--- config.mk ---
export PLATFORM = sky130hd
export DESIGN_NAME = riscv_amo_ctrl
export DESIGN_NICKNAME = d
export VERILOG_FILES = /design/src/rtl/riscv_amo_pkg.sv /design/src/rtl/riscv_amo_alu.sv /design/src/rtl/riscv_amo_ctrl.sv
export SDC_FILE = /design/constraint.sdc
export NUM_CORES = 1
export LEC_CHECK = 0
export CORE_MARGIN = 2
export CORE_UTILIZATION = 58
export CTS_CLUSTER_DIAMETER = 150
export DETAILED_ROUTE_END_ITERATION = 16
export HOLD_SLACK_MARGIN = 0.02
export PLACE_DENSITY = 0.87
export SLEW_MARGIN = 10
export SYNTH_ARGS = -nofsm -noshare
export SYNTH_HDL_FRONTEND = slang
export SYNTH_SLANG_ARGS = --single-unit
--- constraint.sdc ---
create_clock -name i_riscv_lsu_clk -period 20.4 [get_ports i_riscv_lsu_clk]
set_input_delay 2.04 -clock i_riscv_lsu_clk [delete_from_list [all_inputs] [get_ports i_riscv_lsu_clk]]
set_output_delay 2.04 -clock i_riscv_lsu_clk [all_outputs]
set_load 0.02 [all_outputs]
--- src/rtl/riscv_amo_pkg.sv ---
// Shared AMO opcode encodings and sequencer state type for the RV64A AMO controller.
package riscv_amo_pkg;

   localparam logic [4:0] AMO_ADD  = 5'b00000;
   localparam logic [4:0] AMO_SWAP = 5'b00001;
   localparam logic [4:0] AMO_XOR  = 5'b00100;
   localparam logic [4:0] AMO_OR   = 5'b01000;
   localparam logic [4:0] AMO_AND  = 5'b01100;
   localparam logic [4:0] AMO_MIN  = 5'b10000;
   localparam logic [4:0] AMO_MAX  = 5'b10100;
   localparam logic [4:0] AMO_MINU = 5'b11000;
   localparam logic [4:0] AMO_MAXU = 5'b11100;

   typedef enum logic [2:0] {
      ST_IDLE,
      ST_READ,
      ST_CALC,
      ST_WRITE,
      ST_DONE
   } amo_state_e;

endpackage

--- src/rtl/riscv_amo_alu.sv ---
// Combinational AMO arithmetic: result = f(old, rs2) for .W and .D operations.
module riscv_amo_alu
   import riscv_amo_pkg::*;
#(
   parameter int XLEN = 64
) (
   input  logic [XLEN-1:0] old_i,
   input  logic [XLEN-1:0] rs2_i,
   input  logic [4:0]      funct5_i,
   input  logic            word_i,
   output logic [XLEN-1:0] result_o
);

   logic [XLEN-1:0] a;
   logic [XLEN-1:0] b;
   logic [XLEN-1:0] r;
   logic            lt_s;
   logic            lt_u;

   // .W operands are sign-extended to full width; this keeps both signed and
   // unsigned ordering of the low 32 bits, so one comparator serves both sizes.
   always_comb begin
      a = word_i ? {{(XLEN-32){old_i[31]}}, old_i[31:0]} : old_i;
      b = word_i ? {{(XLEN-32){rs2_i[31]}}, rs2_i[31:0]} : rs2_i;
      lt_s = $signed(a) < $signed(b);
      lt_u = a < b;
      case (funct5_i)
         AMO_SWAP: r = b;
         AMO_ADD:  r = a + b;
         AMO_XOR:  r = a ^ b;
         AMO_AND:  r = a & b;
         AMO_OR:   r = a | b;
         AMO_MIN:  r = lt_s ? a : b;
         AMO_MAX:  r = lt_s ? b : a;
         AMO_MINU: r = lt_u ? a : b;
         AMO_MAXU: r = lt_u ? b : a;
         default:  r = a;
      endcase
      result_o = word_i ? {{(XLEN-32){r[31]}}, r[31:0]} : r;
   end

endmodule

--- src/rtl/riscv_amo_ctrl.sv ---
// RV64A AMO sequencer: read-modify-write on the dcache port, stalls the pipe while busy.
module riscv_amo_ctrl
   import riscv_amo_pkg::*;
#(
   parameter int XLEN               = 64,
   parameter int AMO_ADDR_ALIGN_CHK = 1
) (
   input  logic            i_riscv_lsu_clk,
   input  logic            i_riscv_lsu_rst,
   input  logic            i_riscv_amo_start,
   input  logic [4:0]      i_riscv_amo_funct5,
   input  logic            i_riscv_amo_word,
   input  logic [XLEN-1:0] i_riscv_amo_addr,
   input  logic [XLEN-1:0] i_riscv_amo_rs2,
   input  logic            i_riscv_amo_goto_trap,
   input  logic [1:0]      i_riscv_amo_return_trap,
   input  logic            i_riscv_amo_dcache_stall,
   input  logic [XLEN-1:0] i_riscv_amo_dcache_rdata,
   output logic            o_riscv_amo_dcache_rden,
   output logic            o_riscv_amo_dcache_wren,
   output logic [XLEN-1:0] o_riscv_amo_dcache_addr,
   output logic [XLEN-1:0] o_riscv_amo_dcache_wdata,
   output logic            o_riscv_amo_dcache_word,
   output logic            o_riscv_amo_busy,
   output logic            o_riscv_amo_done,
   output logic [XLEN-1:0] o_riscv_amo_rd_value,
   output logic            o_riscv_amo_clr_reserv,
   output logic            o_riscv_amo_misaligned
);

   amo_state_e      state_q, state_d;
   logic [XLEN-1:0] addr_q, addr_d;
   logic [XLEN-1:0] rs2_q, rs2_d;
   logic [4:0]      op_q, op_d;
   logic            word_q, word_d;
   logic [XLEN-1:0] old_q, old_d;
   logic [XLEN-1:0] result_q, result_d;
   logic [XLEN-1:0] alu_res;
   logic            misal;
   logic            req_ok;

   riscv_amo_alu #(.XLEN(XLEN)) u_alu (
      .old_i    (old_q),
      .rs2_i    (rs2_q),
      .funct5_i (op_q),
      .word_i   (word_q),
      .result_o (alu_res)
   );

   always_ff @(posedge i_riscv_lsu_clk or posedge i_riscv_lsu_rst) begin
      if (i_riscv_lsu_rst) begin
         state_q  <= ST_IDLE;
         addr_q   <= '0;
         rs2_q    <= '0;
         op_q     <= '0;
         word_q   <= 1'b0;
         old_q    <= '0;
         result_q <= '0;
      end else begin
         state_q  <= state_d;
         addr_q   <= addr_d;
         rs2_q    <= rs2_d;
         op_q     <= op_d;
         word_q   <= word_d;
         old_q    <= old_d;
         result_q <= result_d;
      end
   end

   always_comb begin
      state_d  = state_q;
      addr_d   = addr_q;
      rs2_d    = rs2_q;
      op_d     = op_q;
      word_d   = word_q;
      old_d    = old_q;
      result_d = result_q;

      o_riscv_amo_dcache_rden  = 1'b0;
      o_riscv_amo_dcache_wren  = 1'b0;
      o_riscv_amo_dcache_addr  = '0;
      o_riscv_amo_dcache_wdata = '0;
      o_riscv_amo_dcache_word  = 1'b0;
      o_riscv_amo_busy         = 1'b0;
      o_riscv_amo_done         = 1'b0;
      o_riscv_amo_clr_reserv   = 1'b0;
      o_riscv_amo_misaligned   = 1'b0;

      misal  = i_riscv_amo_word ? (|i_riscv_amo_addr[1:0]) : (|i_riscv_amo_addr[2:0]);
      req_ok = i_riscv_amo_start && !i_riscv_amo_goto_trap && (i_riscv_amo_return_trap == 2'b00);

      case (state_q)
         ST_IDLE: begin
            if (req_ok) begin
               if (!misal || (AMO_ADDR_ALIGN_CHK == 0)) begin
                  o_riscv_amo_busy = 1'b1;
                  addr_d  = i_riscv_amo_addr;
                  rs2_d   = i_riscv_amo_rs2;
                  op_d    = i_riscv_amo_funct5;
                  word_d  = i_riscv_amo_word;
                  state_d = ST_READ;
               end else begin
                  o_riscv_amo_misaligned = 1'b1;
               end
            end
         end
         ST_READ: begin
            o_riscv_amo_busy        = 1'b1;
            o_riscv_amo_dcache_rden = 1'b1;
            o_riscv_amo_dcache_addr = addr_q;
            o_riscv_amo_dcache_word = word_q;
            if (i_riscv_amo_goto_trap) begin
               state_d = ST_IDLE;
            end else if (!i_riscv_amo_dcache_stall) begin
               old_d   = word_q ? {{(XLEN-32){i_riscv_amo_dcache_rdata[31]}},
                                   i_riscv_amo_dcache_rdata[31:0]}
                                : i_riscv_amo_dcache_rdata;
               state_d = ST_CALC;
            end
         end
         ST_CALC: begin
            o_riscv_amo_busy = 1'b1;
            result_d = alu_res;
            state_d  = ST_WRITE;
         end
         ST_WRITE: begin
            o_riscv_amo_busy         = 1'b1;
            o_riscv_amo_dcache_wren  = 1'b1;
            o_riscv_amo_dcache_addr  = addr_q;
            o_riscv_amo_dcache_wdata = result_q;
            o_riscv_amo_dcache_word  = word_q;
            if (!i_riscv_amo_dcache_stall) begin
               o_riscv_amo_clr_reserv = 1'b1;
               state_d = ST_DONE;
            end
         end
         ST_DONE: begin
            o_riscv_amo_done = 1'b1;
            state_d = ST_IDLE;
         end
         default: state_d = ST_IDLE;
      endcase
   end

   assign o_riscv_amo_rd_value = old_q;

endmodule

After elaboration in Yosys (flattened, before gate mapping) --
Index checks and enable logic that the tools add are counted.
Operators by class: bitwise gates (word level) 6, mux-type cells 30, equal/unequal tests 16, $lt $le $gt $ge 2, add/subtract/negate cells 1, reductions and logical operators 13
Operators by type and width (count):
- 64-bit two-way mux | 10
- 64-bit case mux with 9 select lines | 1
- 64-bit less-than comparator | 2
- 64-bit adder | 1
- 64-bit bitwise AND | 1
- 64-bit bitwise OR | 1
- 64-bit bitwise XOR | 1
- 5-bit equality test (second input constant) | 4
- 3-bit two-way mux | 5
- 1-bit two-way mux | 12
- 3-bit case mux with 4 select lines | 1
- 5-bit by 4-bit equality test with 1-bit output (second input constant) | 2
- 3-bit by 2-bit equality test with 1-bit output (second input constant) | 2
- 2-bit inequality test (second input constant) | 3
- 3-bit AND reduction | 2
- 3-bit OR reduction | 2
- 5-bit by 1-bit equality test with 1-bit output (second input constant) | 1
- 5-bit by 3-bit equality test with 1-bit output (second input constant) | 1
- 5-bit logical NOT | 1
- 4-bit AND reduction | 1
- 2-bit OR reduction | 2
- 3-bit by 1-bit equality test with 1-bit output (second input constant) | 1
- 3-bit equality test (second input constant) | 1
- 3-bit logical NOT | 1
- 6 further kinds | 9
Word-level totals: word-level logic and storage cells 75, register bits 265

Longest topological paths before layout --
Gate-level depths: netlist of the first run.
word-level depth 5, depth in mapped cells 22, depth with buffers taken out 16

Modules after synthesis --
A second synthesis of the first run with hierarchy kept.
Unflattened totals: cell total of the unflattened synthesis 2449, area, all modules 22191.3 um^2
By module, submodules not included:
- riscv_amo_ctrl | cells an instance 803, area an instance 11454.7 um^2, instances 1
- riscv_amo_alu | cells an instance 1646, area an instance 10736.5 um^2, instances 1

Worst setup path after synthesis of the first run --
Ideal clock, no wire load.
kind input-to-output, from input i_riscv_amo_goto_trap, to output o_riscv_amo_misaligned, buffers on the path 0, setup slack 15.321 ns, data required time 18.360 ns, stages on the path 3, arrival 3.039 ns, path through nor4b_1 > nor4b_1 > nor2b_1
Between the ends: cells in the longest elaborated chain, start to end 5
RTL lines:
- start: declaration | RTL line riscv_amo_ctrl.sv:15 | input logic i_riscv_amo_goto_trap,
- 1-bit logical NOT | RTL line riscv_amo_ctrl.sv:90 | req_ok = i_riscv_amo_start && !i_riscv_amo_goto_trap && (i_riscv_amo_return_trap == 2'b00);
- 1-bit logical AND (2 in a row) | RTL line riscv_amo_ctrl.sv:90
- 1-bit two-way mux | RTL line riscv_amo_ctrl.sv:94 | if (req_ok) begin
- 1-bit two-way mux | RTL line riscv_amo_ctrl.sv:92 | case (state_q)
- end: declaration | RTL line riscv_amo_ctrl.sv:28 | output logic o_riscv_amo_misaligned
Every way passes these cells.

Worst setup path after layout of the first run --
from register word_q, to register result_q[12]
Between the ends: cells in the longest elaborated chain, start to end 5
RTL lines:
- start: declaration | RTL line riscv_amo_ctrl.sv:35 | logic word_q, word_d;
- start signal: assignment | RTL line riscv_amo_ctrl.sv:64 | word_q <= word_d;
- 64-bit two-way mux (on tied branches) | RTL line riscv_amo_alu.sv:23, riscv_amo_alu.sv:24
- 64-bit less-than comparator (on tied branches) | RTL line riscv_amo_alu.sv:26, riscv_amo_alu.sv:25
- 64-bit two-way mux (on tied branches)
- 64-bit case mux with 9 select lines (*) | RTL line riscv_amo_alu.sv:27 | case (funct5_i)
- 64-bit two-way mux (*) | RTL line riscv_amo_alu.sv:39 | result_o = word_i ? {{(XLEN-32){r[31]}}, r[31:0]} : r;
- end signal: assignment | RTL line riscv_amo_ctrl.sv:66 | result_q <= result_d;
- end: declaration | RTL line riscv_amo_ctrl.sv:37 | logic [XLEN-1:0] result_q, result_d;
Mark *: on every way between the ends. The rest lies on a longest branch, timed or not. A chain may end at the register's enable or synchronous reset.

==> impl_metrics.ini, run 1 <==
[die]
fp.coreArea_um2 = 36800
die_area_um2 = 39100
initial_utilization_pct = 59.2
top_level_ports = 404
die_h_um = 198
rows = 70
die_x_um = 198

[setup_path]
reg2reg_depth = 19
crit_arrival_ns = 7.39
end_kind = register
crit_fanout = 52
r2r_end = result_q[12]$_DFFE_PP0P_
crit_chain = inv_2 > buf_4 > buf_4 > nor2_1 > buf_4 > a21oi_1 > ha_1 > inv_1 > a21oi_1 > o31ai_1 > nor4_1 > o21ai_1 > a21oi_2 > mux2i_4 > o211ai_4 > buf_4 > a221o_1 > a21oi_1 > o31ai_1
cpMostUsedCell = buf_4
worst-setup-path-type = reg -> reg
crit_path_top_delay_cell = mux2i_4
cp.required_ns = 20.84
startpoint_type = register
reg2reg_from = word_q$_DFFE_PP0P_
reg2reg_slack_ns = 13.46
cpPeakStageDelay_ns = 0.66

[detailed_routing]
drt-total-wl_um = 90100
wl_per_cell_um = 26.3
via_count = 23000
firstDrtPassIters = 7
drc = 0
via_per_inst = 6.72
drtIter0Drc = 3061
postRouteAntennaNets = 0

[global_route]
grt_pass1_wl_um = 135000
grt_max_degree = 110
grt_pass1_vias = 22700
grt_usage_pct = 45.0
grt_remaining_overflow = 0
antenna_found_initial = 11

[yosys]
synth_nets = 3037
synth.most_common_cell = a21oi_1
yosys_register_bits = 265
synth_edf_count = 0
ys_seq_area_share_pct = 30.5
synthArstFlopShare_pct = 100
synthDistinctLibCells = 84
synth-main-ff-cell = dfrtp_1
ys_top_cells_by_area = dfrtp_1, ha_1, mux2_2
synth_area_per_cell_um2 = 8.25
synthCells = 2639
synth_commonest_cells = a21oi_1, dfrtp_1, nor2_1, nand2_1, ha_1
synth_top_area_cell = dfrtp_1
yosys_warnings = 0
synth_area_um2 = 21800
synth_top_area_share_pct = 30.5

[power]
power.share.clock_pct = 12.1
p_comb_share_pct = 67.0
power_density_nw_per_um2 = 166
switching_power_uw = 2380
swShare_pct = 53.0
p_leak_uw = 0.0125
ir_worst_vdd_v = 0.000108
sequentialPowerShare_pct = 20.8
internal_power_uw = 2100

[place]
detailedPlace.worstSlack_ns = 13.52
io_buffers = 403
dp_hpwl_um = 64000
gp_congestion = 1.09

[clock_network]
worstSkewPairLatency_ns = 0.61
clk_path_buf_depth = 3
path_clk_slew_ns = 0.06
cts_tree = built
cts_root_buf = clkbuf_16
ctsHoldBuffers = 0
post_cts_resized = 0
numCtsBuffers = 30
clock_sinks = 265
post_cts_buffers = 0
htree_levels = 1

[min_path]
min_path_cells = 2
min-delay-start = result_q[24]$_DFFE_PP0P_
min_to = result_q[24]$_DFFE_PP0P_
hold_path_class = reg -> reg

[timing]
finalSetupViolCount = 0
tns_ns = 0
worst_slew_pin_slew_ns = 1.28
final_max_slew_viol_count = 0
min_period_ns = 6.94
skew_ns = 0.0166
relSlewSlack_pct = 14.8
rsz0062_at_grt = false
period_share_pct = 34.0
worst_slack_ns = 13.46
max_freq_ghz = 0.144
hold_violations = 0

[layout]
area_growth_syn_to_layout_pct = 24.0
drive_gt1_share_pct = 8.76
fillers = 2615
seq_area_um2 = 6630
multi_input_area_um2 = 13700
utilization_pct = 73.4
layout.nets = 3320

[run]
maxCapViolCount = 0

[run_status]
outcome = completed
## layout by cell type (no fill, tap or decap), drive strengths merged, types with 11 or more instances in the layout
cell and count:
nand3 31, a221oi 15, mux2 134, nor3 40
diode 13, a21o 45, o31ai 35, o221ai 19
buf 38, nor2 221, xnor2 40, clkdlybuf4s50 403
nor4 14, a31oi 45, dfrtp 265, a211oi 33
nand4 20, nor2b 19, nand2 203, a21oi 284
a221o 44, o21bai 15, ha 192, o211ai 24
o22ai 21, and3 140, clkbuf 43, mux2i 26
xor2 13, o21ai 191, a22oi 11, inv 187
## worst max-delay path, delay by kind of cell (launching register included)
family | cells | cell delay, ns
compound gates | 9 | 2.57
buf+inv | 6 | 1.92
mux | 1 | 0.66
simple gates | 2 | 0.63
fa+ha+maj | 1 | 0.51
flops | 1 | 0.39
## sequential cells by signal (all words and copies together) (netlist names)
name,cells
result_q,64
addr_q,64
state_q,3
rs2_q,64
op_q,5
word_q,1
o_riscv_amo_rd_value,64
## logic make-up (layout without fill, tap and decap cells)
family	count (synthesis)	after routing	synth area share [%]
AO/OA/AOI/OAI	857	857	25.0
adder cells (fa/ha/maj)	193	193	11.1
XOR/XNOR	53	53	2.13
multiplexers	160	160	8.19
other	0	13	0
buffers and inverters	378	683	6.84
flip-flops	265	265	30.5
AND/OR/NAND/NOR	733	733	16.3
## area by class of cell
cell class	instances	area share, %
Clock inverter	11	0.436
Tap cell	468	2.17
Inverter	188	2.64
Timing Repair Buffer	441	16.0
Multi-Input combinational cell	1996	50.8
Clock buffer	43	3.18
Antenna cell	13	0.121
Sequential cell	265	24.6
## metal layers
layer  vias to the layer above  GRT usage [%]  share of wire [%]
li1                      10000              -                  -
met2                      1674           68.3                 43
met3                       370           12.7                 13
met5                         -              0                  0
met4                         0           23.6                6.4
met1                     10900           58.5                 38
## through the flow
stage                     area [um^2]  total power (uW)  hold slack (ns)  instances
after detailed placement        26000              3790            0.461       3357
final                           27000              4480            0.474       3425
after global placement          26000              3700            0.456       3357
after global routing            27000              4700            0.506       3420
after CTS                       26900              4350            0.475       3411
after floorplan                 21800              2740            0.441       2639
## power groups by stage
stage	Combinational [uW]	Clock [uW]	Sequential, uW
after floorplan	1830	0	911
after global placement	2790	0	912
after detailed placement	2860	0	924
after CTS	2890	543	918
after global routing	3190	565	948
final	3000	544	933
## how the worst max path moves through the flow
stage / startpoint / end / slack, ns / depth (start not counted)
2_1_floorplan: i_riscv_lsu_rst / addr_q[0]$_DFFE_PP0P_ / 11.06 / 1
5_1_grt: word_q$_DFFE_PP0P_ / result_q[36]$_DFFE_PP0P_ / 13.22 / 18
3_5_place_dp: i_riscv_amo_goto_trap / o_riscv_amo_misaligned / 13.52 / 5
4_1_cts: i_riscv_amo_goto_trap / o_riscv_amo_misaligned / 13.64 / 5
6_report: word_q$_DFFE_PP0P_ / result_q[12]$_DFFE_PP0P_ / 13.46 / 19
3_3_place_gp: i_riscv_amo_goto_trap / o_riscv_amo_misaligned / 13.66 / 5
(Power assumes the default switching activity.)
==> run 2, diff against run 1 <==
CORE_UTILIZATION = 54   (was 58)
PLACE_DENSITY = 0.82   (was 0.87)
clock period = 6.55 ns   (was 20.4 ns; I/O delays follow)
==> run 2 against run 1 <==
  * The flow now finishes with violations (DRC)
  * Via count increased by 1.8%
  * Final area increased by 1.1%
  * Sequential share of layout area decreased by 0.26 points
  * Clock power increased to 3.4 times the previous value
  * First-iteration DRC count decreased by 4.5%
  * Combinational power increased to 3.2 times the previous value
  * Sequential power increased to 3.2 times the previous value
  * Final cell count increased by 2.0%
  * Power increased to 3.2 times the previous value
  * Sequential cell count unchanged
  * Utilization decreased by 4.7 points
==> impl_metrics.ini, run 2 (synthesized netlist as in run 1, its figures left out) <==
[detailed_routing]
postRouteAntennaNets = 0
drc = 2
via_count = 23400
via_per_inst = 6.71
drt-total-wl_um = 95600
firstDrtPassIters = 14
drtIter0Drc = 2924
wl_per_cell_um = 27.4

[min_path]
hold_path_class = in -> async

[run_status]
outcome = complete, but fails checks
failed_checks = DRC

[clock_network]
numCtsBuffers = 30
worstSkewPairLatency_ns = 0.60
path_clk_slew_ns = 0.06
clock_sinks = 265
post_cts_resized = 0
post_cts_buffers = 0
clk_path_buf_depth = 3
ctsHoldBuffers = 0
htree_levels = 1
cts_tree = built
cts_root_buf = clkbuf_16

[timing]
hold_violations = 0
worst_slew_pin_slew_ns = 1.18
worst_slack_ns = 0.773
rsz0062_at_grt = false
min_period_ns = 5.78
max_freq_ghz = 0.173
tns_ns = 0
finalSetupViolCount = 0
final_max_slew_viol_count = 0
period_share_pct = 88.2
skew_ns = 0.0232
relSlewSlack_pct = 21.6

[setup_path]
crit_fanout = 32
startpoint_type = register
cp.required_ns = 7.06
reg2reg_depth = 16
crit_start = rs2_q[31]$_DFFE_PP0P_
end_kind = register
crit_arrival_ns = 6.29
worst-setup-path-type = reg -> reg
reg2reg_from = rs2_q[31]$_DFFE_PP0P_

[global_route]
grt_usage_pct = 44.0
antenna_found_initial = 13
grt_pass1_wl_um = 140000
grt_max_degree = 124
grt_remaining_overflow = 0
grt_pass1_vias = 22900

[place]
placedInstanceArea_um2 = 26200
detailedPlace.worstSlack_ns = 0.948
io_buffers = 403
gp_congestion = 1.03
dp_hpwl_um = 67800

[die]
initial_utilization_pct = 54.8
fp.coreArea_um2 = 39700
die_area_um2 = 41900
die_h_um = 205
die_x_um = 205
rows = 73
top_level_ports = 404

[power]
power_density_nw_per_um2 = 525
p_leak_uw = 0.0126
finalPower_uw = 14300
ir_worst_vdd_v = 0.000294

[layout]
drive_gt1_share_pct = 9.36
design_area_um2 = 27300
final_cell_mix = clkdlybuf4s50_1, a21oi_1, dfrtp_1
area_growth_syn_to_layout_pct = 25.4
layout.nets = 3333
fillers = 3063
final_common_cell = clkdlybuf4s50_1

[run]
maxCapViolCount = 0
## run 2: changes by cell type in the layout (fill, tap and decap cells not counted), sizes merged
cell / change
buf: +13
clkinv: -1
diode: -2
inv: +1
bufinv: +2
clkinvlp: -1
## run 2: area by class of cell
class	instances	area, um^2	share of cell area (%)
Antenna cell	11	27.5	0.101
Clock buffer	43	901	3.30
Sequential cell	265	6630	24.3
Timing Repair Buffer	454	4480	16.4
Multi-Input combinational cell	1996	13700	50.3
Clock inverter	12	150	0.550
Inverter	188	709	2.60
Tap cell	525	657	2.41
## run 2: final timing paths
kind | end | slack, ns
min | addr_q[20]$_DFFE_PP0P_ | 0.44
min reg2reg | result_q[26]$_DFFE_PP0P_ | 0.48
max in group asynchronous | rs2_q[19]$_DFFE_PP0P_ | 4.79
max | result_q[60]$_DFFE_PP0P_ | 0.77
max reg2reg | result_q[60]$_DFFE_PP0P_ | 0.77
min in group i_riscv_lsu_clk | result_q[26]$_DFFE_PP0P_ | 0.48
## run 2: metrics by stage
stage / cells / utilization [%] / hold slack, ns
after floorplan: 2639 / - / 0.441
after global placement: 3426 / 65.8 / 0.455
after global routing: 3491 / 68.6 / 0.490
after detailed placement: 3426 / 65.8 / 0.464
final: 3494 / 68.7 / 0.440
after CTS: 3481 / 68.5 / 0.443
## run 2: critical path: stages, from the launching register on
cell       delay, ns
dfrtp_1         0.42
inv_1           0.16
nor2_2          0.06
buf_4           0.28
a21oi_1         0.68
ha_1            0.51
nor4_4          0.34
nand4_1         0.18
or4b_1          0.55
nor2_2          0.23
a211o_1         0.31
nand2_1         0.15
buf_4           0.23
o21ai_2         0.74
a2111oi_0       0.31
a221o_1         0.36
a21oi_1         0.16
## run 2: per-layer routing
layer	wire length, um	up-vias	GRT usage (%)
met5	17	-	0
met4	5510	2	23.2
met3	12000	357	11.8
met2	41200	1725	66.3
met1	36800	11300	57.5
li1	-	10100	-
## run 2: power by group
part	switching, uW	internal, uW	leakage, uW
registers	766	2220	0.00333
logic	6030	3470	0.00877
clock network	764	1070	0.000523
total	7560	6770	0.0126
